`config.mk`:
```
export PLATFORM = sky130hd
export DESIGN_NAME = ysyx_23060124_mem_arbiter
export DESIGN_NICKNAME = d
export VERILOG_FILES = /design/src/rtl/ysyx_23060124_mem_arbiter.sv
export SDC_FILE = /design/constraint.sdc
export NUM_CORES = 1
export LEC_CHECK = 0
export BUFFER_PORTS_ARGS = -buffer_cell sky130_fd_sc_hd__buf_2
export CORE_ASPECT_RATIO = 0.75
export CORE_UTILIZATION = 42
export CTS_BUF_LIST = sky130_fd_sc_hd__clkbuf_4 sky130_fd_sc_hd__clkbuf_8 sky130_fd_sc_hd__clkbuf_16
export CTS_CLUSTER_DIAMETER = 50
export CTS_CLUSTER_SIZE = 25
export DETAILED_ROUTE_END_ITERATION = 6
export PLACE_DENSITY = 0.81
export SLEW_MARGIN = 20
export SYNTH_ARGS = -nofsm -noshare
export SYNTH_HDL_FRONTEND = slang
export SYNTH_SLANG_ARGS = --single-unit
```
`constraint.sdc`:
```
create_clock -name i_clk -period 5 [get_ports i_clk]
set_clock_uncertainty 0.15 [all_clocks]
set_input_delay 1 -clock i_clk [delete_from_list [all_inputs] [get_ports i_clk]]
set_output_delay 1 -clock i_clk [all_outputs]
set_load 0.02 [all_outputs]
```
`src/rtl/ysyx_23060124_mem_arbiter.sv`:
```
// Purpose : shares one data-memory port between the IFU (read-only) and the LSU (read/write).
//           One request is in flight at a time, and round robin breaks ties between the two.
// Latency : accept at N, mem_req_valid at N+1, requester rsp pulse one cycle after mem_rsp_valid.
// Backpr. : upstream ready is asserted only in IDLE and only for the granted requester; the
//           request is held stable on mem_* until mem_req_ready, and WAIT times out after TIMEOUT cycles.
// Ports   : i_clk/i_rst_n (synchronous, active-high); ifu_req/rsp (read channel);
//           lsu_req/rsp (read/write channel); mem_req/rsp (downstream single-beat port).
module ysyx_23060124_mem_arbiter #(
  parameter int ADDR_W  = 32,
  parameter int DATA_W  = 32,
  parameter int TIMEOUT = 255
) (
  input  logic                i_clk,
  input  logic                i_rst_n,
  input  logic                ifu_req_valid,
  output logic                ifu_req_ready,
  input  logic [ADDR_W-1:0]   ifu_addr,
  output logic                ifu_rsp_valid,
  output logic [DATA_W-1:0]   ifu_rdata,
  output logic                ifu_rsp_err,
  input  logic                lsu_req_valid,
  output logic                lsu_req_ready,
  input  logic [ADDR_W-1:0]   lsu_addr,
  input  logic                lsu_wen,
  input  logic [DATA_W-1:0]   lsu_wdata,
  input  logic [DATA_W/8-1:0] lsu_wstrb,
  output logic                lsu_rsp_valid,
  output logic [DATA_W-1:0]   lsu_rdata,
  output logic                lsu_rsp_err,
  output logic                mem_req_valid,
  input  logic                mem_req_ready,
  output logic [ADDR_W-1:0]   mem_addr,
  output logic                mem_wen,
  output logic [DATA_W-1:0]   mem_wdata,
  output logic [DATA_W/8-1:0] mem_wstrb,
  input  logic                mem_rsp_valid,
  input  logic [DATA_W-1:0]   mem_rdata
);
  localparam int STRB_W = DATA_W / 8;
  // WAIT is left after TIMEOUT cycles, so the last cycle that may still take a response
  // is the one where the counter holds TIMEOUT-1.
  localparam logic [15:0] TO_LAST = 16'(TIMEOUT - 1);

  typedef enum logic [1:0] {ST_IDLE, ST_REQ, ST_WAIT} state_t;

  state_t              state_q, state_d;
  logic                last_grant_q, last_grant_d;  // 0 = IFU, 1 = LSU
  logic                owner_q, owner_d;            // 0 = IFU, 1 = LSU
  logic [ADDR_W-1:0]   addr_q, addr_d;
  logic                wen_q, wen_d;
  logic [DATA_W-1:0]   wdata_q, wdata_d;
  logic [STRB_W-1:0]   wstrb_q, wstrb_d;
  logic [15:0]         cnt_q, cnt_d;
  logic                ifu_rsp_valid_q, ifu_rsp_valid_d;
  logic                ifu_rsp_err_q, ifu_rsp_err_d;
  logic [DATA_W-1:0]   ifu_rdata_q, ifu_rdata_d;
  logic                lsu_rsp_valid_q, lsu_rsp_valid_d;
  logic                lsu_rsp_err_q, lsu_rsp_err_d;
  logic [DATA_W-1:0]   lsu_rdata_q, lsu_rdata_d;

  logic grant_lsu;
  logic accept;
  logic rsp_hit;
  logic timeout_hit;

  // On a tie, the LSU wins whenever the IFU held the previous grant.
  assign grant_lsu   = lsu_req_valid && (!ifu_req_valid || !last_grant_q);
  assign accept      = ifu_req_ready || lsu_req_ready;
  // A response arriving in the same cycle as the timeout still takes priority.
  assign rsp_hit     = (state_q == ST_WAIT) && mem_rsp_valid;
  assign timeout_hit = (state_q == ST_WAIT) && !mem_rsp_valid && (cnt_q >= TO_LAST);

  // State register
  always_ff @(posedge i_clk) begin
    if (i_rst_n) state_q <= ST_IDLE;
    else         state_q <= state_d;
  end

  // Next-state logic
  always_comb begin
    state_d = state_q;
    case (state_q)
      ST_IDLE: if (accept)                  state_d = ST_REQ;
      ST_REQ:  if (mem_req_ready)           state_d = ST_WAIT;
      ST_WAIT: if (rsp_hit || timeout_hit)  state_d = ST_IDLE;
      default:                              state_d = ST_IDLE;
    endcase
  end

  // FSM outputs. These are gated during reset so that nothing is accepted or issued
  // in a reset cycle.
  always_comb begin
    ifu_req_ready = (state_q == ST_IDLE) && !i_rst_n && ifu_req_valid && !grant_lsu;
    lsu_req_ready = (state_q == ST_IDLE) && !i_rst_n && grant_lsu;
    mem_req_valid = (state_q == ST_REQ) && !i_rst_n;
  end

  // Datapath next values
  always_comb begin
    last_grant_d    = last_grant_q;
    owner_d         = owner_q;
    addr_d          = addr_q;
    wen_d           = wen_q;
    wdata_d         = wdata_q;
    wstrb_d         = wstrb_q;
    cnt_d           = cnt_q;
    ifu_rsp_valid_d = 1'b0;
    ifu_rsp_err_d   = 1'b0;
    ifu_rdata_d     = ifu_rdata_q;
    lsu_rsp_valid_d = 1'b0;
    lsu_rsp_err_d   = 1'b0;
    lsu_rdata_d     = lsu_rdata_q;

    if (accept) begin
      owner_d      = lsu_req_ready;
      last_grant_d = lsu_req_ready;
      addr_d       = lsu_req_ready ? lsu_addr  : ifu_addr;
      wen_d        = lsu_req_ready && lsu_wen;
      wdata_d      = lsu_req_ready ? lsu_wdata : '0;
      wstrb_d      = lsu_req_ready ? lsu_wstrb : '0;
    end

    if ((state_q == ST_REQ) && mem_req_ready) begin
      cnt_d = 16'd0;
    end else if (state_q == ST_WAIT) begin
      cnt_d = (cnt_q == 16'hFFFF) ? cnt_q : cnt_q + 16'd1;
    end

    if (rsp_hit || timeout_hit) begin
      if (owner_q) begin
        lsu_rsp_valid_d = 1'b1;
        lsu_rsp_err_d   = timeout_hit;
        lsu_rdata_d     = rsp_hit ? mem_rdata : '0;
      end else begin
        ifu_rsp_valid_d = 1'b1;
        ifu_rsp_err_d   = timeout_hit;
        ifu_rdata_d     = rsp_hit ? mem_rdata : '0;
      end
    end
  end

  always_ff @(posedge i_clk) begin
    if (i_rst_n) begin
      last_grant_q    <= 1'b0;
      owner_q         <= 1'b0;
      addr_q          <= '0;
      wen_q           <= 1'b0;
      wdata_q         <= '0;
      wstrb_q         <= '0;
      cnt_q           <= 16'd0;
      ifu_rsp_valid_q <= 1'b0;
      ifu_rsp_err_q   <= 1'b0;
      ifu_rdata_q     <= '0;
      lsu_rsp_valid_q <= 1'b0;
      lsu_rsp_err_q   <= 1'b0;
      lsu_rdata_q     <= '0;
    end else begin
      last_grant_q    <= last_grant_d;
      owner_q         <= owner_d;
      addr_q          <= addr_d;
      wen_q           <= wen_d;
      wdata_q         <= wdata_d;
      wstrb_q         <= wstrb_d;
      cnt_q           <= cnt_d;
      ifu_rsp_valid_q <= ifu_rsp_valid_d;
      ifu_rsp_err_q   <= ifu_rsp_err_d;
      ifu_rdata_q     <= ifu_rdata_d;
      lsu_rsp_valid_q <= lsu_rsp_valid_d;
      lsu_rsp_err_q   <= lsu_rsp_err_d;
      lsu_rdata_q     <= lsu_rdata_d;
    end
  end

  assign mem_addr      = addr_q;
  assign mem_wen       = wen_q;
  assign mem_wdata     = wdata_q;
  assign mem_wstrb     = wstrb_q;
  assign ifu_rsp_valid = ifu_rsp_valid_q;
  assign ifu_rsp_err   = ifu_rsp_err_q;
  assign ifu_rdata     = ifu_rdata_q;
  assign lsu_rsp_valid = lsu_rsp_valid_q;
  assign lsu_rsp_err   = lsu_rsp_err_q;
  assign lsu_rdata     = lsu_rdata_q;

endmodule
```
==> results.cfg, run 1 <==
[setup_path]
cp_common_cell = buf_4
crit_buf_inv = 4
cpPeakStageDelay_ps = 470
critPathArrivalTime_ps = 2540
critical_path.top_delay_family = buffers and inverters
crit_path_end_kind = output port
worst_path_max_delay_cell = nor3_1
crit_type = in2out
cp_max_fo = 66
required_ps = 3850
crit_path_cell_trace = buf_4, nor3_1, nand2_2, inv_1, buf_4, buf_2
startpoint_type = input port

[floorplanning]
io_pins = 279
die_x_um = 141
core_area_um2 = 13900
std_cell_rows = 37
initial_utilization_pct = 43.6
die_area_um2 = 15000
die_y_um = 106

[timing]
slew_violations = 0
tightest_slew_ps = 840
relSlewSlack_pct = 44.0
rsz0062_at_grt = no
fmax_mhz = 271
setup-tns-final_ps = 0
setup_viol = 0
fin_crit_ps = 3690
fin_crit_sh_pct = 73.9
hold_viol_final = 0

[placed_design]
io_buffer_count = 278
place.gp.congestion = 0.857
place_hpwl_um = 12200
place_area_um2 = 7520

[power_and_ir_drop]
sw_frac_of_total_pct = 26.9
p_comb_share_pct = 11.1
power.switching_uw = 768
power_frac_seq_pct = 46.1
p_leak_uw = 0.00352
internal_power_uw = 2090
power_density_nw_per_um2 = 353
vdd_drop_max_v = 0.000213
pwr-share-clk_pct = 42.8

[clocking]
clk_root_buffer_cell = clkbuf_16
clock_path_buffers = 2
cts-resized-gates = 0
htreeDepth = 4
post_cts_buffers = 0
cts_tree = done
clock_sinks = 156
cts_buffers = 17
hold_buffers = 0
clk_latency_ps = 410
cts.clk_slew.worst_paths_ps = 70

[cells_and_area]
multi_input_area_um2 = 2660
regArea_um2 = 3120
design_area_um2 = 8090
fill_cells = 1273
area_growth_syn_to_layout_pct = 33.0
layout-drive-gt1-share_pct = 33.4
fin_nets = 1114

[synth]
ys_top_cells_by_area = dfxtp_1 (51%), nand2_1 (8.6%), a21oi_1 (6.3%)
synth_common_cells = dfxtp_1 (156), nand2_1 (139), a21oi_1 (76), nor2_1 (76), o21ai_1 (65)
netlist_area_um2 = 6080
synth_compound_area_share_pct = 23.7
yosysMostFrequentCell = dfxtp_1
synth_mux_area_share_pct = 0.350
synth_seq_cells = 156
postSynthAreaPerCell_um2 = 8.35
synth_top_area_cell = dfxtp_1
syn-instance-count = 728
synthSimpleGateAreaFrac_pct = 19.1
seq_area_frac_synth_pct = 51.4
synth_top_flop_cell = dfxtp_1
synthAdderAreaFrac_pct = 0.412
synth-edff-count = 0
yosysUniqueCellTypes = 46
synth_top_cell_area_share_pct = 51.4
synth_top_family_by_area = compound AO/OA/AOI/OAI gates
async_flop_share_pct = 0
synth_xor_area_share_pct = 0
synth_fp_nets = 869
yosys_warnings = 0

[routing]
first_iter_violations = 402
drc = 0
drt-wirelength-per-cell_um = 15.0
wirelength_um = 17700
antenna_left = 0
routed_via_density = 5.31
vias = 6273
drt_pass1_iterations = 5

[global_routing]
grt_pass1_vias = 5617
gr-total-overflow = 0
grt.total_usage_pct = 23.2
grt_max_degree = 81
grt_pass1_wl_um = 28000
antenna_found_initial = 1

[status]
status = finished, final reports clean

[hold_path]
holdCritPathClass = reg2reg

[job]
cap_violations = 0
-- worst reg2reg max path: cells and delay by family, from the launching register on --
kind	cells	cell delay, ps
buffers and inverters	2	530
AOI/OAI and AO/OA	4	1240
adders and majority gates	1	200
DFF	1	360
-- final cells by class --
class	instances	area share, %
diodes	1	0.0309
clock buffers	20	5.69
multi-input cells	504	32.8
well taps	195	3.02
flip-flops and latches	156	38.6
inverters	5	0.232
clock inverters	12	1.25
repair buffers	289	18.3
-- cell usage in the layout, fill, tap and decap left out, drive strengths merged, types with 2 or more instances in the layout --
cell      Yosys  final
nor4          7      7
clkinv        0      4
clkinvlp      0      2
o211ai        2      2
or3           5      5
a21oi        76     76
and4          3      3
nand4         5      5
nor3          5      5
or4           5      5
clkbuf       35     20
ha            2      2
o211a         2      2
and2          3      3
dfxtp       156    156
a22oi        37     37
nand3         7      7
nor2         77     77
inv           5     11
buf          28    289
a311oi       34     34
a31oi         3      3
a211oi        2      2
o21ai        72     72
nand2       140    140
o31ai         4      4
-- through the flow --
| stage | instances | hold WS [ps] | setup WS, ps | power (µW) | util (%) |
|---|---|---|---|---|---|
| finish | 1182 | 326 | 1310 | 2850 | 58.0 |
| detailed placement | 1149 | 317 | 1300 | 1660 | 54.0 |
| CTS | 1181 | 326 | 1300 | 2870 | 58.0 |
| global placement | 1148 | 312 | 1330 | 1650 | 53.9 |
| floorplan | 728 | 311 | 1780 | 1520 | - |
| global route | 1182 | 343 | 1170 | 2970 | 58.0 |
-- worst paths after layout --
path	startpoint	endpoint	slack (ps)	cells past startpoint
max	i_rst_n	lsu_req_ready	1310	6
min	ifu_rdata[16]$_SDFFE_PP0P_	ifu_rdata[16]$_SDFFE_PP0P_	330	2
max reg2reg	cnt_q[0]$_SDFFE_PP0P_	lsu_rdata[31]$_SDFFE_PP0P_	2440	7
min reg2reg	ifu_rdata[16]$_SDFFE_PP0P_	ifu_rdata[16]$_SDFFE_PP0P_	330	2
-- sequential cells by signal (all words and copies together) (netlist names), 2 cells and up --
register   flops
ifu_rdata     32
mem_wdata     32
mem_addr      32
mem_wstrb      4
state_q        2
lsu_rdata     32
cnt_q         16
-- power by group through the flow --
stage                     Combinational [µW]  Clock, µW  Sequential (µW)
after CTS                                316       1240             1320
final                                    317       1220             1320
after global routing                     343       1310             1320
after detailed placement                 316          0             1340
after global placement                   311          0             1340
after floorplan                          133          0             1390
-- cells by family after synthesis --
group	count (synthesis)
simple gates	265
compound gates	235
flops	156
buf+inv	68
mux	2
fa+ha+maj	2
-- per-layer routing --
metal / routed length (µm) / track usage, %
met4: 293 / 9.01
met1: 7960 / 30.3
met2: 8270 / 37.6
met5: 0 / 0
met3: 1210 / 5.23
No activity file was read; power rests on OpenSTA's default activity.
==> run 2: changes to the inputs <==
--- a/config.mk
+++ b/config.mk
@@ -12,7 +12,7 @@
 export CTS_CLUSTER_DIAMETER = 50
 export CTS_CLUSTER_SIZE = 25
 export DETAILED_ROUTE_END_ITERATION = 6
-export PLACE_DENSITY = 0.81
+export PLACE_DENSITY = 0.84
 export SLEW_MARGIN = 20
 export SYNTH_ARGS = -nofsm -noshare
 export SYNTH_HDL_FRONTEND = slang
==> constraint.sdc (replaced) <==
create_clock -name i_clk -period 3.03 [get_ports i_clk]
set_clock_uncertainty 0.15 [all_clocks]
set_input_delay 0.606 -clock i_clk [delete_from_list [all_inputs] [get_ports i_clk]]
set_output_delay 0.606 -clock i_clk [all_outputs]
set_load 0.02 [all_outputs]
==> results.cfg, run 2 (synthesis gave the netlist of run 1 again) <==
[routing]
drc = 0
drt-wirelength-per-cell_um = 15.2
antenna_left = 0
first_iter_violations = 503
routed_via_density = 5.35
drt_pass1_iterations = 6
vias = 6320
wirelength_um = 18000

[placed_design]
place.gp.congestion = 0.819
post-place-cells = 1149
io_buffer_count = 278
place_hpwl_um = 12200
pre_cts_ws_ps = 682

[clocking]
clk_latency_ps = 410
cts-resized-gates = 0
cts_tree = done
clock_path_buffers = 2
cts_buffers = 17
clock_sinks = 156
cts.clk_slew.worst_paths_ps = 60
htreeDepth = 4
post_cts_buffers = 0
hold_buffers = 0
clk_root_buffer_cell = clkbuf_16

[timing]
slew_violations = 0
fin_crit_ps = 2480
setup_slack_ps = 554
relSlewSlack_pct = 58.3
setup_viol = 0
setup-tns-final_ps = 0
fmax_mhz = 404
tightest_slew_ps = 625
hold_viol_final = 0
fin_crit_sh_pct = 81.7
rsz0062_at_grt = no

[power_and_ir_drop]
vdd_drop_max_v = 0.000359
power.switching_uw = 1240
p_comb_share_pct = 11.3
pwr-share-clk_pct = 42.4
sw_frac_of_total_pct = 26.5
power.total_uw = 4690
internal_power_uw = 3450
power_density_nw_per_um2 = 580
p_leak_uw = 0.00353
power_frac_seq_pct = 46.3

[global_routing]
grt_pass1_vias = 5634
grt_max_degree = 145
antenna_found_initial = 0
grt.total_usage_pct = 23.1
gr-total-overflow = 0
grt_pass1_wl_um = 27500

[setup_path]
worst_path_max_delay_cell = nor3_1
r2r_start = cnt_q[1]$_SDFFE_PP0P_
critPathLaunch = state_q[1]$_SDFFE_PP0P_
crit_path_end_kind = output port
required_ps = 2270
worstReg2RegEnd = cnt_q[2]$_SDFFE_PP0P_
crit_end = ifu_req_ready
cpPeakStageDelay_ps = 480
ff2ff_path_depth = 5
critPathArrivalTime_ps = 1720
crit_type = reg2out
reg2reg_slack_ps = 810
crit_path_cell_trace = nor3_1, nand2_1, nor2_1, buf_2
startpoint_type = register
cp_max_fo = 9

[status]
status = finished, final reports clean

[job]
cap_violations = 0

[cells_and_area]
fin_cells = 1181
fin_nets = 1114
area_growth_syn_to_layout_pct = 33.2
layout-drive-gt1-share_pct = 33.4
final_common_cell = buf_2
n_antenna_cell = 0
mostFrequentLayoutCells = buf_2 (277), dfxtp_1 (156), nand2_1 (138), nor2_1 (76), a21oi_1 (76)

[floorplanning]
io_pins = 279
initial_utilization_pct = 43.6
die_x_um = 141
core_area_um2 = 13900
die_area_um2 = 15000
std_cell_rows = 37
die_y_um = 106

[hold_path]
holdCritPathClass = in2reg
[run 2: changes by cell type in the layout (fill, tap and decap cells not counted), sizes merged]
cell,previous run,this run
inv,11,9
diode,1,0
clkinv,4,5
clkbuf,20,21
[run 2: power by group through the flow]
stage / Clock, µW / Combinational [µW] / Sequential (µW)
floorplan: 0 / 219 / 2300
global placement: 0 / 517 / 2220
detailed placement: 0 / 527 / 2220
CTS: 2020 / 528 / 2170
global route: 2110 / 571 / 2180
finish: 1990 / 529 / 2170
[run 2: per-stage QoR]
step	hold WS [ps]	cell area, µm²	utilization, %
final	259	8100	58.1
after global routing	255	8100	58.1
after CTS	248	8100	58.1
after detailed placement	317	7540	54.1
after global placement	312	7540	54.1
after floorplan	311	6080	-
[run 2: cell type report]
| type | instances | area [µm²] |
|---|---|---|
| fill | 1239 | 5840 |
| sequential | 156 | 3120 |
| clock inverter | 11 | 82.6 |
| timing repair buffer | 289 | 1500 |
| clock buffer | 21 | 474 |
| inverter | 5 | 18.8 |
| multi-input combinational | 504 | 2660 |
| tap | 195 | 244 |
[run 2: worst min path at each step]
stage                                    startpoint  slack, ps  cells after the start                         to
after floorplan               cnt_q[7]$_SDFFE_PP0P_        310                      2      cnt_q[7]$_SDFFE_PP0P_
after global placement    ifu_rdata[4]$_SDFFE_PP0P_        310                      2  ifu_rdata[4]$_SDFFE_PP0P_
after detailed placement  mem_addr[21]$_SDFFE_PP0P_        320                      2  mem_addr[21]$_SDFFE_PP0P_
after CTS                             mem_rsp_valid        250                      2     ifu_rsp_err$_SDFF_PP0_
after global routing                  mem_rsp_valid        260                      2     lsu_rsp_err$_SDFF_PP0_
final                                 mem_rsp_valid        260                      2     ifu_rsp_err$_SDFF_PP0_
[run 2: layer usage]
layer	track usage (%)	wire [µm]	vias to the layer above
met3	6.40	1550	27
li1	-	-	3077
met1	29.3	7680	2915
met4	7.69	284	0
met5	0	0	-
met2	37.8	8480	301
[run 2: worst max-delay path: cells and delay by family, from the launching register on]
| kind | cells | cell delay, ps |
|---|---|---|
| AND/OR/NAND/NOR | 3 | 720 |
| buffers and inverters | 1 | 160 |
| flip-flops | 1 | 410 |
==> run 3: changes to the inputs <==
--- a/config.mk
+++ b/config.mk
@@ -12,7 +12,7 @@
 export CTS_CLUSTER_DIAMETER = 50
 export CTS_CLUSTER_SIZE = 25
 export DETAILED_ROUTE_END_ITERATION = 6
-export PLACE_DENSITY = 0.84
+export PLACE_DENSITY = 0.81
 export SLEW_MARGIN = 20
 export SYNTH_ARGS = -nofsm -noshare
 export SYNTH_HDL_FRONTEND = slang
==> constraint.sdc (replaced) <==
create_clock -name i_clk -period 2.45 [get_ports i_clk]
set_clock_uncertainty 0.15 [all_clocks]
set_input_delay 0.49 -clock i_clk [delete_from_list [all_inputs] [get_ports i_clk]]
set_output_delay 0.49 -clock i_clk [all_outputs]
set_load 0.02 [all_outputs]
==> results.cfg, run 3 (synthesis gave the netlist of run 1 again) <==
[setup_path]
crit_type = reg2out
critPathArrivalTime_ps = 1600
startpoint_type = register
required_ps = 1810
crit_path_end_kind = output port
worst_path_max_delay_cell = dfxtp_1
ff2ff_path_depth = 5
critical_path.top_delay_family = simple AND/OR/NAND/NOR gates
r2r_start = cnt_q[9]$_SDFFE_PP0P_
crit_buf_inv = 2
reg2reg_slack_ps = 400
worstReg2RegEnd = lsu_rdata[11]$_SDFFE_PP0P_
cp_max_fo = 9
crit_path_cell_trace = nor3_1, buf_4, nand2_1, nor2_1, buf_2
cpPeakStageDelay_ps = 370

[global_routing]
grt_pass1_vias = 5600
antenna_found_initial = 0
grt_pass1_wl_um = 27900
grt.total_usage_pct = 23.3
grt_max_degree = 107
gr-total-overflow = 0

[floorplanning]
die_y_um = 106
std_cell_rows = 37
core_area_um2 = 13900
die_area_um2 = 15000
die_x_um = 141
io_pins = 279
initial_utilization_pct = 43.6

[timing]
fin_hold_ws_ps = 154
relSlewSlack_pct = 62.7
setup-tns-final_ps = 0
rsz0062_at_grt = no
setup_viol = 0
setup_slack_ps = 205
hold_viol_final = 0
tightest_slew_ps = 554
fmax_mhz = 445
fin_crit_ps = 2240
fin_crit_sh_pct = 91.6
slew_violations = 0

[clocking]
htreeDepth = 4
hold_buffers = 0
clock_path_buffers = 2
post_cts_buffers = 0
cts-resized-gates = 0
cts.clk_slew.worst_paths_ps = 60
clk_latency_ps = 410
cts_buffers = 17
cts_tree = done
clock_sinks = 156
clk_root_buffer_cell = clkbuf_16

[placed_design]
pre_cts_ws_ps = 418
io_buffer_count = 278
place_hpwl_um = 12000
place.gp.congestion = 0.844

[cells_and_area]
final_util_pct = 58.5
fin_nets = 1117
area_growth_syn_to_layout_pct = 34.1
n_antenna_cell = 0
mostFrequentLayoutCells = buf_2 (277), dfxtp_1 (156), nand2_1 (138), nor2_1 (76), a21oi_1 (76)
final_common_cell = buf_2
layout-drive-gt1-share_pct = 33.6

[power_and_ir_drop]
vdd_drop_max_v = 0.000466
power.total_uw = 5880
p_leak_uw = 0.00356
power_density_nw_per_um2 = 721

[routing]
drc = 0
routed_via_density = 5.35
drt-wirelength-per-cell_um = 15.0
wirelength_um = 17800
drt_pass1_iterations = 5
antenna_left = 0
vias = 6329
first_iter_violations = 435

[hold_path]
min_from = mem_rsp_valid
holdCritPathClass = in2reg
whs_endpoint = lsu_rsp_err$_SDFF_PP0_
whs_path_depth = 2

[job]
cap_violations = 0

[status]
status = finished, final reports clean
-- run 3: cell types whose count changed in the layout (fill, tap and decap cells not counted), sizes merged --
| cell | delta |
|---|---|
| bufinv | +1 |
| inv | +2 |
| clkbuf | -3 |
| buf | +3 |
-- run 3: final cells by class --
| cell class | count | area (µm²) |
|---|---|---|
| fill | 1259 | 5780 |
| sequential | 156 | 3120 |
| multi-input combinational | 504 | 2660 |
| timing repair buffer | 292 | 1550 |
| clock buffer | 18 | 433 |
| tap | 195 | 244 |
| clock inverter | 14 | 133 |
| inverter | 5 | 18.8 |
-- run 3: stage by stage --
| step | cells | area (µm²) |
|---|---|---|
| 2_1_floorplan | 728 | 6080 |
| 3_3_place_gp | 1152 | 7590 |
| 3_5_place_dp | 1152 | 7590 |
| 4_1_cts | 1184 | 8160 |
| 5_1_grt | 1184 | 8160 |
| 6_report | 1184 | 8160 |
-- run 3: worst max path at each step --
stage | start | to | slack (ps) | depth (start not counted)
detailed placement | i_rst_n | mem_req_valid | 420 | 4
floorplan | i_rst_n | ifu_req_ready | 250 | 5
global placement | i_rst_n | mem_req_valid | 390 | 4
finish | state_q[1]$_SDFFE_PP0P_ | ifu_req_ready | 210 | 5
global route | state_q[1]$_SDFFE_PP0P_ | ifu_req_ready | 130 | 5
CTS | state_q[1]$_SDFFE_PP0P_ | ifu_req_ready | 210 | 5
-- run 3: layer usage --
layer / global-route usage [%] / vias to the layer above / wire length [µm]
met1: 30.4 / 2921 / 7690
met4: 8.07 / 0 / 245
li1: - / 3075 / -
met3: 5.54 / 24 / 1380
met2: 37.9 / 309 / 8490
met5: 0 / - / 0
-- run 3: where the power goes --
group | leakage [µW] | internal, µW | switching [µW]
sequential | 0.00127 | 2630 | 51.9
clock | 0.000277 | 1430 | 1100
combinational | 0.00202 | 250 | 414
